File: src/rtl/thread_scheduler.sv
// thread_scheduler: round-robin fetch sequencer holding one PC per hardware thread,
// issuing at most one instruction in flight per thread with retire-driven release/redirect.
module thread_scheduler #(
   parameter int PC_WIDTH = 8,
   parameter int THREAD_INDEX_BITS = 3,
   localparam int NUM_THREADS = 2**THREAD_INDEX_BITS
) (
   input  logic                                clk,
   input  logic                                reset,
   input  logic [NUM_THREADS-1:0]              thread_enable,
   input  logic                                start_valid,
   input  logic [THREAD_INDEX_BITS-1:0]        start_thread,
   input  logic [PC_WIDTH-1:0]                 start_pc,
   input  logic                                fetch_ready,
   output logic                                fetch_valid,
   output logic [THREAD_INDEX_BITS-1:0]        fetch_thread,
   output logic [PC_WIDTH-1:0]                 fetch_pc,
   output logic [THREAD_INDEX_BITS+PC_WIDTH-1:0] instr_mem_pc,
   input  logic                                retire_valid,
   input  logic [THREAD_INDEX_BITS-1:0]        retire_thread,
   input  logic                                retire_redirect,
   input  logic [PC_WIDTH-1:0]                 retire_target,
   output logic [NUM_THREADS-1:0]              inflight
);
   logic [PC_WIDTH-1:0] pc [NUM_THREADS];
   logic [PC_WIDTH-1:0] pc_next [NUM_THREADS];
   logic [NUM_THREADS-1:0] elig, inflight_next;
   logic [THREAD_INDEX_BITS-1:0] ptr, sel, idx;
   logic found, adv, issue, retire_ok;

   assign adv = !fetch_valid || fetch_ready;
   assign elig = thread_enable & ~inflight;
   assign issue = adv && found;
   assign retire_ok = retire_valid && inflight[retire_thread];
   assign instr_mem_pc = {fetch_thread, fetch_pc};

   // Scan from farthest to nearest so the nearest eligible thread after ptr wins.
   always_comb begin
      found = 1'b0;
      sel = ptr;
      idx = ptr;
      for (int i = NUM_THREADS; i >= 1; i--) begin
         idx = ptr + THREAD_INDEX_BITS'(i);
         if (elig[idx]) begin
            found = 1'b1;
            sel = idx;
         end
      end
   end

   always_comb begin
      inflight_next = inflight;
      if (retire_ok) inflight_next[retire_thread] = 1'b0;
      if (issue) inflight_next[sel] = 1'b1;
      for (int t = 0; t < NUM_THREADS; t++)
         pc_next[t] = (start_valid && start_thread == THREAD_INDEX_BITS'(t)) ? start_pc
                    : (retire_ok && retire_redirect && retire_thread == THREAD_INDEX_BITS'(t)) ? retire_target
                    : (issue && sel == THREAD_INDEX_BITS'(t)) ? pc[t] + 1'b1
                    : pc[t];
   end

   always_ff @(posedge clk) begin
      if (reset) begin
         for (int t = 0; t < NUM_THREADS; t++) pc[t] <= '0;
         inflight <= '0;
         fetch_valid <= 1'b0;
         fetch_thread <= '0;
         fetch_pc <= '0;
         ptr <= '1;
      end else begin
         for (int t = 0; t < NUM_THREADS; t++) pc[t] <= pc_next[t];
         inflight <= inflight_next;
         if (adv) fetch_valid <= found;
         if (issue) begin
            fetch_thread <= sel;
            fetch_pc <= pc[sel];
            ptr <= sel;
         end
      end
   end
endmodule
File: config.mk
export PLATFORM = sky130hd
export DESIGN_NAME = thread_scheduler
export DESIGN_NICKNAME = d
export VERILOG_FILES = /design/src/rtl/thread_scheduler.sv
export SDC_FILE = /design/constraint.sdc
export NUM_CORES = 1
export LEC_CHECK = 0
export CELL_PAD_IN_SITES_DETAIL_PLACEMENT = 1
export CELL_PAD_IN_SITES_GLOBAL_PLACEMENT = 2
export CORE_AREA = 3 3 114 198
export CTS_CLUSTER_DIAMETER = 50
export DETAILED_ROUTE_END_ITERATION = 6
export DIE_AREA = 0 0 117 201
export PLACE_DENSITY = 0.86
export SKIP_LAST_GASP = 1
export SLEW_MARGIN = 20
export SYNTH_ARGS = -nofsm -noshare
export SYNTH_HDL_FRONTEND = slang
export SYNTH_SLANG_ARGS = --single-unit
File: constraint.sdc
create_clock -name clk -period 4 [get_ports clk]
set_input_delay 0.8 -clock clk [delete_from_list [all_inputs] [get_ports clk]]
set_output_delay 0.8 -clock clk [all_outputs]
set_load 0.03 [all_outputs]
==> impl_metrics.env <==
export IMPL_outcome="finished, final reports clean"
export IMPL_drc=0
export IMPL_drive_above_1_share_pct=15.9
export IMPL_die_w_um=117
export IMPL_grt_pass1_vias=7858
export IMPL_dp_slack_ns=-0.203
export IMPL_grtUsageTotal_pct=24.5
export IMPL_leakage_nw=3.39
export IMPL_endpoint_kind="register"
export IMPL_synth_ff_type="dfxtp_1"
export IMPL_rsz0062_at_grt="false"
export IMPL_slew_violations=0
export IMPL_n_antenna_cell=0
export IMPL_worst_ep_required_time_ns=4.32
export IMPL_grt_overflow_total=0
export IMPL_area_delta_synth_final_pct=22.6
export IMPL_post_route_period_util_pct=96.8
export IMPL_clock_skew_ns=0.0108
export IMPL_cts_num_sinks=87
export IMPL_slowest_stage="or4_1"
export IMPL_wirelength_um=28700
export IMPL_clk_pin_slew_worst_paths_ns=0.07
export IMPL_clk_path_buf_depth=2
export IMPL_ant_nets=0
export IMPL_timing_max_cap_violations=0
export IMPL_cp_num_buf_inv=1
export IMPL_final_common_cell="nor2_1"
export IMPL_fin_nets=1059
export IMPL_ios=67
export IMPL_synth_warnings=0
export IMPL_die_height_um=201
export IMPL_htree_levels=3
export IMPL_cts_tree="yes"
export IMPL_clock_tree_root_cell="clkbuf_16"
export IMPL_antenna_found_initial=0
export IMPL_ys_ff_latch=87
export IMPL_syn_area_per_cell_um2=7.91
export IMPL_period_needed_ns=3.87
export IMPL_io_buffers=66
export IMPL_crit_arrival_ns=4.19
export IMPL_async_flop_share_pct=0
export IMPL_dp_hpwl_um=22300
export IMPL_finalWeightedCongestion=0.889
export IMPL_critPathMaxStageDelay_ns=0.64
export IMPL_cts_made_buffers=9
export IMPL_setup_viol=0
export IMPL_ys_types=67
export IMPL_netlist_instances=925
export IMPL_hold_violations=0
export IMPL_initial_core_util_pct=34.8
export IMPL_synth_fp_nets=971
export IMPL_dp_cells=1254
export IMPL_fin_cells=1270
export IMPL_core_um2=21000
export IMPL_slew_headroom_pct=41.2
export IMPL_seqCellArea_um2=1740
export IMPL_rows=70
export IMPL_cp_start_kind="input pin"
export IMPL_crit_family="simple AND/OR/NAND/NOR gates"
export IMPL_yosysSeqAreaShare_pct=23.8
export IMPL_die_area_um2=23500
export IMPL_grt_pass1_wl_um=44300
export IMPL_holdWs_ns=0.489
export IMPL_setup_ws_ns=0.129
export IMPL_tightest_slew_ns=0.876
export IMPL_p_per_area_nw_per_um2=1050
export IMPL_viasPerCell=5.98
export IMPL_first_pass_iters=5
export IMPL_multi_input_area_um2=5140
export IMPL_hp_class="reg -> reg"
export IMPL_max_vdd_ir_drop_uv=519
export IMPL_post_drt_wl_per_cell_um=22.6
export IMPL_path_cells="clkdlybuf4s50_1, or3b_4, and2_4, mux4_2, a21o_1, or4_4, and3_4, or4_1, o22ai_1, a221o_1"
export IMPL_drtIter0Drc=365
export IMPL_synth_edf_count=0
export IMPL_vias=7594
export IMPL_critical_path_peak_fanout=10
export IMPL_clkLatencyLatePin_ns=0.37
export IMPL_nFillCells=2590
export IMPL_fmax_mhz=258
export IMPL_grt_max_degree=34
export IMPL_hold_buffers=0
export IMPL_synthesis_area_um2=7310
export IMPL_mostFrequentLayoutCells="nor2_1, buf_4, dfxtp_1, mux2i_1, a211oi_1"
export IMPL_path_class="in -> reg"
[metrics by stage]
stage | instance area, um2 | setup TNS [ns] | total power [W] | util [%]
2_1_floorplan | 7310 | 0 | 0.00586 | -
3_3_place_gp | 8670 | -3.98 | 0.00831 | 41.2
3_5_place_dp | 8670 | -6.57 | 0.00848 | 41.2
4_1_cts | 8950 | 0 | 0.00936 | 42.6
5_1_grt | 8960 | 0 | 0.00999 | 42.6
6_report | 8960 | 0 | 0.00937 | 42.6
[synthesized netlist by cell type (6+ instances only)]
cell | count | area (um2)
nand2b_1 | 17 | 106
a221oi_1 | 13 | 114
xor2_1 | 35 | 307
ha_1 | 10 | 125
nor3_1 | 62 | 310
inv_1 | 7 | 26.3
nand3_1 | 47 | 235
clkbuf_1 | 42 | 158
nor2b_1 | 16 | 100
nand2_1 | 47 | 176
nor2_1 | 118 | 443
mux4_2 | 13 | 293
a211oi_1 | 69 | 518
dfxtp_1 | 87 | 1740
mux2i_1 | 77 | 771
xnor2_1 | 16 | 140
a21oi_1 | 52 | 260
and3_1 | 17 | 106
o21ai_0 | 19 | 95.1
buf_4 | 17 | 128
buf_2 | 11 | 55.1
clkbuf_2 | 7 | 35.0
a31oi_1 | 6 | 37.5
nand3b_1 | 7 | 52.6
a221o_1 | 8 | 80.1
or3_1 | 6 | 37.5
o22ai_1 | 9 | 56.3
[power breakdown]
group          internal, W  leakage, nW  switching (W)
combinational      0.00326         2.55        0.00361
sequential         0.00120        0.712       0.000470
clock             0.000428        0.129       0.000410
total              0.00489         3.39        0.00449
[state kept, by name, summed over array words and instances, names as in the netlist]
name and flops:
fetch_pc 8, fetch_thread 3, fetch_valid 1, inflight 8, pc 64, ptr 3
[cells by family after synthesis]
group / after synthesis / share of synthesized area, %
AOI/OAI and AO/OA: 223 / 22.3
xor gates and xnor gates: 51 / 6.11
adders and majority gates: 10 / 1.71
buffers and inverters: 93 / 6.29
DFF: 87 / 23.8
muxes: 92 / 14.8
and+or+nand+nor: 369 / 25.0
[area by class of cell]
cell class,instances,share of cell area (%)
clock buffer,9,2.51
clock inverter,7,0.642
inverter,9,0.405
multi-input combinational,745,57.4
sequential,87,19.4
tap,252,3.52
timing repair buffer,161,16.1
[worst paths after layout]
| kind | start | to | slack (ns) | depth (start not counted) |
|---|---|---|---|---|
| setup / recovery | thread_enable[4] | fetch_pc[1] | 0.13 | 10 |
| hold / removal | fetch_thread[2] | fetch_thread[2] | 0.49 | 2 |
| setup reg to reg | ptr[0] | fetch_pc[0] | 0.39 | 12 |
| hold reg to reg | fetch_thread[2] | fetch_thread[2] | 0.49 | 2 |
[tightest hold or removal path: stages (launching register included)]
cell	delay, ns
dfxtp_1	0.33
nand2_1	0.06
a21oi_1	0.06
[metal layers]
layer | share of wire (%) | up-vias | GRT usage, % | routed length, um
met5 | 0 | - | 0 | 0
met4 | 4.1 | 0 | 10.2 | 1190
met3 | 2.3 | 65 | 2.47 | 668
met2 | 56 | 174 | 46.6 | 16000
met1 | 38 | 3760 | 26.6 | 10900
li1 | - | 3595 | - | -
[repair_timing]
item,in CTS,in global routing
setup buffers,0,0
setup endpoints to repair,0,25
gates resized for setup,0,3
Power figures use the tool's default switching activity.
